## src/rtl/alu_bist_if.sv

```systemverilog
// ALU stimulus/response bundle between the BIST engine and the datapath ALU.
//   master (BIST side): drives alu_a, alu_b, alu_cntl, alu_carry_in;
//                       receives alu_out, alu_zero, alu_carry_out, alu_overflow.
//   slave  (ALU side) : the mirror image of master.
// The ALU is purely combinational, so the bundle has no handshake of its own.
interface alu_bist_if #(
  parameter int WIDTH = 32
);
  logic [WIDTH-1:0] alu_a;
  logic [WIDTH-1:0] alu_b;
  logic [3:0]       alu_cntl;
  logic             alu_carry_in;
  logic [WIDTH-1:0] alu_out;
  logic             alu_zero;
  logic             alu_carry_out;
  logic             alu_overflow;

  modport master (
    output alu_a, alu_b, alu_cntl, alu_carry_in,
    input  alu_out, alu_zero, alu_carry_out, alu_overflow
  );

  modport slave (
    input  alu_a, alu_b, alu_cntl, alu_carry_in,
    output alu_out, alu_zero, alu_carry_out, alu_overflow
  );
endinterface

```

## src/rtl/alu_bist.sv

```systemverilog
// alu_bist: built-in self-test engine for the MIPS datapath ALU.
// Drives pseudo-random operand pairs from two Galois LFSRs, cycles through the
// six ALU operations, and compresses every result plus flags into a 32-bit MISR.
// Ports:
//   clk          - rising-edge clock
//   reset        - synchronous, active-low reset
//   start        - run request (sampled in IDLE or DONE only)
//   expected_sig - golden signature for the pass compare
//   busy         - high while vectors are being applied
//   done         - sticky run-complete flag
//   pass         - done and signature == expected_sig (live compare)
//   signature    - current MISR value
//   dbg_state    - FSM state (0 IDLE, 1 RUN, 2 DONE) for observation
//   alu          - ALU stimulus/response bundle (master side)
//
// Run protocol: start is a request that is accepted on any rising edge where
// the engine is not busy (IDLE or DONE); the accepting edge clears done and the
// first vector appears in the next cycle. While busy is high, start is ignored.
// done rises in the cycle after the last vector and stays high until the next
// accepted start or reset.
module alu_bist #(
  parameter int          WIDTH       = 32,
  parameter int          NUM_VECTORS = 256,
  parameter logic [31:0] SEED_A      = 32'h0000_0001,
  parameter logic [31:0] SEED_B      = 32'h0000_ACE1,
  parameter logic [31:0] SIG_INIT    = 32'hFFFF_FFFF
) (
  input  logic             clk,
  input  logic             reset,
  input  logic             start,
  input  logic [WIDTH-1:0] expected_sig,
  output logic             busy,
  output logic             done,
  output logic             pass,
  output logic [WIDTH-1:0] signature,
  output logic [1:0]       dbg_state,
  alu_bist_if.master       alu
);

  typedef enum logic [1:0] {
    ST_IDLE = 2'd0,
    ST_RUN  = 2'd1,
    ST_DONE = 2'd2
  } state_e;

  localparam logic [WIDTH-1:0] LFSR_POLY  = 32'h8020_0003;
  localparam logic [WIDTH-1:0] MISR_POLY  = 32'h04C1_1DB7;
  // A zero seed would lock the LFSR at zero forever.
  localparam logic [WIDTH-1:0] SEED_A_EFF = (SEED_A == '0) ? 32'h1 : SEED_A;
  localparam logic [WIDTH-1:0] SEED_B_EFF = (SEED_B == '0) ? 32'h1 : SEED_B;
  localparam logic [15:0]      LAST_VEC   = 16'(NUM_VECTORS - 1);

  function automatic logic [WIDTH-1:0] lfsr_step(input logic [WIDTH-1:0] x);
    return (x >> 1) ^ (x[0] ? LFSR_POLY : '0);
  endfunction

  function automatic logic [3:0] op_code(input logic [2:0] idx);
    case (idx)
      3'd0:    return 4'b0000; // AND
      3'd1:    return 4'b0001; // OR
      3'd2:    return 4'b0010; // ADD
      3'd3:    return 4'b0110; // SUB
      3'd4:    return 4'b0111; // SLT
      3'd5:    return 4'b1100; // NOR
      default: return 4'b0000;
    endcase
  endfunction

  state_e           state_q, state_d;
  logic [WIDTH-1:0] lfsr_a_q, lfsr_a_d;
  logic [WIDTH-1:0] lfsr_b_q, lfsr_b_d;
  logic [WIDTH-1:0] sig_q, sig_d;
  logic [15:0]      vcnt_q, vcnt_d;
  logic [2:0]       op_idx_q, op_idx_d;

  logic [WIDTH-1:0] a_o, b_o;
  logic [3:0]       cntl_o;
  logic             cin_o;
  logic [WIDTH-1:0] misr_in;
  logic [WIDTH-1:0] sig_shift;

  always_comb begin
    state_d  = state_q;
    lfsr_a_d = lfsr_a_q;
    lfsr_b_d = lfsr_b_q;
    sig_d    = sig_q;
    vcnt_d   = vcnt_q;
    op_idx_d = op_idx_q;
    a_o      = '0;
    b_o      = '0;
    cntl_o   = '0;
    cin_o    = 1'b0;

    misr_in   = alu.alu_out ^ {{(WIDTH-3){1'b0}}, alu.alu_zero,
                               alu.alu_carry_out, alu.alu_overflow};
    sig_shift = {sig_q[WIDTH-2:0], 1'b0} ^ (sig_q[WIDTH-1] ? MISR_POLY : '0);

    case (state_q)
      ST_IDLE, ST_DONE: begin
        if (start) begin
          state_d  = ST_RUN;
          lfsr_a_d = SEED_A_EFF;
          lfsr_b_d = SEED_B_EFF;
          sig_d    = SIG_INIT;
          vcnt_d   = '0;
          op_idx_d = '0;
        end
      end
      ST_RUN: begin
        a_o    = lfsr_a_q;
        b_o    = lfsr_b_q;
        cntl_o = op_code(op_idx_q);
        cin_o  = lfsr_b_q[WIDTH-1];
        // The combinational ALU result for this vector is folded in at the
        // same edge that advances to the next vector.
        sig_d    = sig_shift ^ misr_in;
        lfsr_a_d = lfsr_step(lfsr_a_q);
        lfsr_b_d = lfsr_step(lfsr_b_q);
        vcnt_d   = vcnt_q + 16'd1;
        op_idx_d = (op_idx_q == 3'd5) ? 3'd0 : op_idx_q + 3'd1;
        if (vcnt_q == LAST_VEC) begin
          state_d = ST_DONE;
        end
      end
      default: state_d = ST_IDLE;
    endcase
  end

  always_ff @(posedge clk) begin
    if (!reset) begin
      state_q  <= ST_IDLE;
      lfsr_a_q <= SEED_A_EFF;
      lfsr_b_q <= SEED_B_EFF;
      sig_q    <= SIG_INIT;
      vcnt_q   <= '0;
      op_idx_q <= '0;
    end else begin
      state_q  <= state_d;
      lfsr_a_q <= lfsr_a_d;
      lfsr_b_q <= lfsr_b_d;
      sig_q    <= sig_d;
      vcnt_q   <= vcnt_d;
      op_idx_q <= op_idx_d;
    end
  end

  assign alu.alu_a        = a_o;
  assign alu.alu_b        = b_o;
  assign alu.alu_cntl     = cntl_o;
  assign alu.alu_carry_in = cin_o;

  assign busy      = (state_q == ST_RUN);
  assign done      = (state_q == ST_DONE);
  assign pass      = (state_q == ST_DONE) && (sig_q == expected_sig);
  assign signature = sig_q;
  assign dbg_state = state_q;

endmodule
```

## src/flat_wrapper.sv

```systemverilog
// flat-port wrapper written by rule: the top's interface ports become plain ports
module alu_bist_flat 
#(
  parameter int          WIDTH       = 32,
  parameter int          NUM_VECTORS = 256,
  parameter logic [31:0] SEED_A      = 32'h0000_0001,
  parameter logic [31:0] SEED_B      = 32'h0000_ACE1,
  parameter logic [31:0] SIG_INIT    = 32'hFFFF_FFFF
)
  (clk, reset, start, expected_sig, busy, done, pass, signature, dbg_state, alu_alu_a, alu_alu_b, alu_alu_cntl, alu_alu_carry_in, alu_alu_out, alu_alu_zero, alu_alu_carry_out, alu_alu_overflow);
  alu_bist_if #(.WIDTH(WIDTH)) alu_i ();
  input  logic clk;
  input  logic reset;
  input  logic start;
  input  logic [WIDTH-1:0] expected_sig;
  output logic busy;
  output logic done;
  output logic pass;
  output logic [WIDTH-1:0] signature;
  output logic [1:0] dbg_state;
  output wire logic [$bits(alu_i.alu_a)-1:0] alu_alu_a;
  output wire logic [$bits(alu_i.alu_b)-1:0] alu_alu_b;
  output wire logic [$bits(alu_i.alu_cntl)-1:0] alu_alu_cntl;
  output wire logic [$bits(alu_i.alu_carry_in)-1:0] alu_alu_carry_in;
  input wire logic [$bits(alu_i.alu_out)-1:0] alu_alu_out;
  input wire logic [$bits(alu_i.alu_zero)-1:0] alu_alu_zero;
  input wire logic [$bits(alu_i.alu_carry_out)-1:0] alu_alu_carry_out;
  input wire logic [$bits(alu_i.alu_overflow)-1:0] alu_alu_overflow;
  assign alu_alu_a = alu_i.alu_a;
  assign alu_alu_b = alu_i.alu_b;
  assign alu_alu_cntl = alu_i.alu_cntl;
  assign alu_alu_carry_in = alu_i.alu_carry_in;
  assign alu_i.alu_out = alu_alu_out;
  assign alu_i.alu_zero = alu_alu_zero;
  assign alu_i.alu_carry_out = alu_alu_carry_out;
  assign alu_i.alu_overflow = alu_alu_overflow;
  alu_bist #(.WIDTH(WIDTH), .NUM_VECTORS(NUM_VECTORS), .SEED_A(SEED_A), .SEED_B(SEED_B), .SIG_INIT(SIG_INIT)) u_core (.clk(clk), .reset(reset), .start(start), .expected_sig(expected_sig), .busy(busy), .done(done), .pass(pass), .signature(signature), .dbg_state(dbg_state), .alu(alu_i));
endmodule
```

## config.mk

```make
export PLATFORM = sky130hd
export DESIGN_NAME = alu_bist_flat
export DESIGN_NICKNAME = d
export VERILOG_FILES = /design/src/rtl/alu_bist_if.sv /design/src/rtl/alu_bist.sv /design/src/flat_wrapper.sv
export SDC_FILE = /design/constraint.sdc
export NUM_CORES = 1
export LEC_CHECK = 0
export CAP_MARGIN = 15
export CORE_MARGIN = 1
export CORE_UTILIZATION = 48
export CTS_CLUSTER_DIAMETER = 50
export DETAILED_ROUTE_END_ITERATION = 8
export HOLD_SLACK_MARGIN = 0.08
export PLACE_DENSITY = 0.81
export SKIP_LAST_GASP = 1
export SLEW_MARGIN = 20
export SYNTH_ARGS = -nofsm -noshare
export SYNTH_HDL_FRONTEND = slang
export SYNTH_SLANG_ARGS = --single-unit
```

## constraint.sdc

```tcl
create_clock -name clk -period 1.8 [get_ports clk]
set_input_delay 0.36 -clock clk [delete_from_list [all_inputs] [get_ports clk]]
set_output_delay 0.36 -clock clk [all_outputs]
set_load 0.005 [all_outputs]
```

==> impl_results.md <==
* Die height at around 110 µm
* Area leader, netlist: dfxtp_1
* Fin. max-slew vios at 0
* RSZ-0062 raised after global routing: yes
* Router iterations before antenna repair at 6
* # setup viols final at between 100 and 150
* Share of post-route cells with drive strength above 1 at between 40% and 50%
* # fillers at about 500
* I/O pin cnt at between 150 and 200
* First-pass GRT wire length at 31.5 mm
* Sw power at about 2.2 mW
* Switching Share at a little over a quarter
* Starting density of the core at approximately 50%
* Setup slack after layout at -0.790 ns
* Total gr overflow at 0
* Detailed Route Iter0 Violations at between 600 and 700
* Critical path arrival at 2.85 ns
* Clock power frac at 43.3%
* WHS Path Cells at 3
* Clock Tree Root: clkbuf_16
* Number of enable flip-flop cells after synthesis at 0
* # hold bufs at CTS at 0
* Area contributors post-synth: dfxtp_1 39%, xor2_1 10%, and2_1 7.3%
* Vias/cell at ~5.9
* CTS tree: done
* H-tree Lvls at 4
* Cells after synthesis at a little under 700
* P_leak at about 4.4 nW
* P_int at ~5.9 mW
* Clock skew at about 0.016 ns
* Largest family of logic cells by synthesized area: simple AND/OR/NAND/NOR gates
* Via count at ~7k
* Gr usage total at 31.5%
* #FFs+latches synth at 117
* Fmax at between 0.3 and 0.4 GHz
* Primary FF master, synth: dfxtp_1
* Max cap viols at 0
* CP Launch Type: flip-flop
* Final min period at 2.59 ns
* Synthesized area per cell at approximately 8.8 µm²
* PwrDens at 768 nW/µm²
* Placed wire-length estimate at between 10 and 15 mm
* WP data required at about 2.1 ns
* Antenna diodes at 0
* Clock buffer depth at 2
* RePlAce Congestion at around 0.89
* Most frequent cells in the layout: 129 x buf_4, 95 x dfxtp_1, 92 x clkdlybuf4s50_1
* Worst Reg-to-Reg Cells at 13
* Post-synth ARST share at 0%
* Failing checks: setup timing
* Final hold vios at 0
* Dpl ws at -0.868 ns
* Post-synthesis mux area share at less than 1%
* Crit Path Category: flip-flop to flip-flop
* Final WL at around 29 mm
* Seq/Total Area, Yosys at between 30 and 40%
* Combinational power share at 22.3%
* Worst-path maximum fanout at 6
* Worst slew margin at 58.3%
* Core Area at roughly 12,000 µm²
* Most common cell after layout, fill and taps aside: buf_4
* Period Utilization, post-route at 144%
* Final Net Count at approximately 1.0k
* Final ANT Viol Nets at 0
* Syn Std Cell Area at just over 6000 µm²
* Xor/xnor share of the synthesized area at 12.6%
* Worst Hold Class: primary input to flip-flop
* Placed Instances at approximately 1.0k
* Synthesis-to-layout area growth at 74.2%
* Worst-margin pin slew at 0.624 ns
* Die area at ~13,000 µm²
* Syn Nets at 760
* Area of the multi-input gates at roughly 3700 µm²
* Distinct cells, synth at 45
* Initial antenna violation count at 2
* Compound-Gate Fraction of Synth Area at ~12%
* Worst setup EP type: flip-flop
* Worst-skew pair later-pin latency at 0.44 ns
* Vias in the first global route at slightly above 6k
* Share of the synthesized area in the top cell type at about two fifths
* Site row count at 40
* Wire per inst at between 20 and 25 µm
* Non-Filler Instances at ~1.2k
* Buffers on Ports at ~180
* Status: finished with violations
* Clock slew at reported path FFs at roughly 0.060 ns
* Die W at approximately 110 µm
* Yosys warning total at 0
* Adder-cell share of the synthesized area at 0.830%
* Reg power frac at 34.4%
* Clock sinks at around 120
* Synth Area in Simple Gates at 24.5%
* Number of remaining DRC errors at 0
* Reg area at ~2400 µm²
* VDD IR max at 0.000803 V
* Clock buffer count from CTS at 17
* Largest net degree at the start of global routing at 61
power by group through the flow:
stage | sequential, mW | combinational, mW | clock [mW]
6_report | 2.78 | 1.80 | 3.50
5_1_grt | 2.78 | 1.85 | 3.59
4_1_cts | 2.75 | 1.35 | 3.35
3_5_place_dp | 2.80 | 1.14 | 0
3_3_place_gp | 2.79 | 1.11 | 0
2_1_floorplan | 2.81 | 0.556 | 0
critical path, stage by stage, from the launching register on:
cell and delay [ns]:
dfxtp_2 0.35, nand2b_4 0.18, clkinv_8 0.10, buf_12 0.14
buf_12 0.12, buf_6 0.11, buf_6 0.12, buf_6 0.11
buf_8 0.12, nor2_8 0.18, buf_6 0.16, clkbuf_16 0.16
a21oi_2 0.06, nor2b_1 0.50
metal layers:
metal	up-vias	wire, µm	track usage (%)
met4	4	2770	18.5
li1	2811	-	-
met1	3226	9580	33.5
met5	-	26	0
met3	225	2650	7.15
met2	543	13500	56.9
synthesized netlist by cell type, types with 5 or more instances:
library cell / count
nor4_1: 10
and2_1: 70
xnor2_1: 18
dfxtp_1: 117
a22oi_1: 6
o22ai_1: 21
buf_2: 18
clkbuf_2: 6
buf_4: 56
nand3_1: 12
nand3b_1: 9
o211ai_1: 14
a21oi_1: 54
clkbuf_1: 10
nand2b_1: 5
nor2_1: 12
nor3_1: 7
nand2_1: 57
o21ai_0: 6
xor2_1: 69
nor2b_1: 61
mux2i_1: 5
worst paths after layout:
| kind | slack (ns) | startpoint | end |
|---|---|---|---|
| hold / removal | 0.40 | reset | u_core.signature[17]$_SDFFE_PN1P_ |
| setup reg to reg | -0.79 | u_core.dbg_state[1]$_SDFFE_PN0P_ | u_core.lfsr_b_q[2]$_SDFFE_PN0P_ |
| setup / recovery | -0.79 | u_core.dbg_state[1]$_SDFFE_PN0P_ | u_core.lfsr_b_q[2]$_SDFFE_PN0P_ |
| hold reg to reg | 0.52 | u_core.lfsr_a_q[28]$_SDFFE_PN0P_ | u_core.lfsr_a_q[28]$_SDFFE_PN0P_ |
cells by family (layout without fill, tap and decap cells):
group                    after synthesis  in the layout
flip-flops                           117            117
AND/OR/NAND/NOR                      257            257
multiplexers                           5              5
XOR/XNOR                              87             87
buffers and inverters                 96            395
AO/OA/AOI/OAI                        120            120
adder cells (fa/ha/maj)                4              4
sequential cells by signal (all words and copies together), names as in the netlist:
signal,cells
u_core.lfsr_a_q,32
u_core.lfsr_b_q,32
u_core.signature,32
u_core.vcnt_q,16
u_core.op_idx_q,3
u_core.dbg_state,2
layout make-up:
type                            count  share of cell area (%)
Multi-Input combinational cell    473                    35.2
Timing Repair Buffer              361                    34.3
Sequential cell                   117                    22.6
Clock buffer                       28                    5.30
Tap cell                          168                    2.00
Clock inverter                      2                   0.333
Inverter                            4                   0.262
metrics by stage:
step | TNS, ns | hold slack [ns] | utilization (%) | power (mW) | instance area, µm²
floorplan | 0 | 0.429 | - | 3.36 | 6030
global placement | -5.22 | 0.442 | 67.0 | 3.90 | 8110
detailed placement | -5.40 | 0.454 | 67.0 | 3.93 | 8110
CTS | -15.50 | 0.389 | 78.0 | 7.45 | 9450
global route | -35.68 | 0.392 | 86.8 | 8.23 | 10500
finish | -33.80 | 0.396 | 86.8 | 8.07 | 10500
timing repair:
action | in CTS | in global routing
buffers inserted | 44 | 53
endpoints found under the setup margin | 78 | 147
gates resized for setup | 450 | 167
gates cloned | 4 | 7
endpoints found under the hold margin | 0 | 0
pin swaps | 43 | 76
Power figures use the tool's default switching activity.
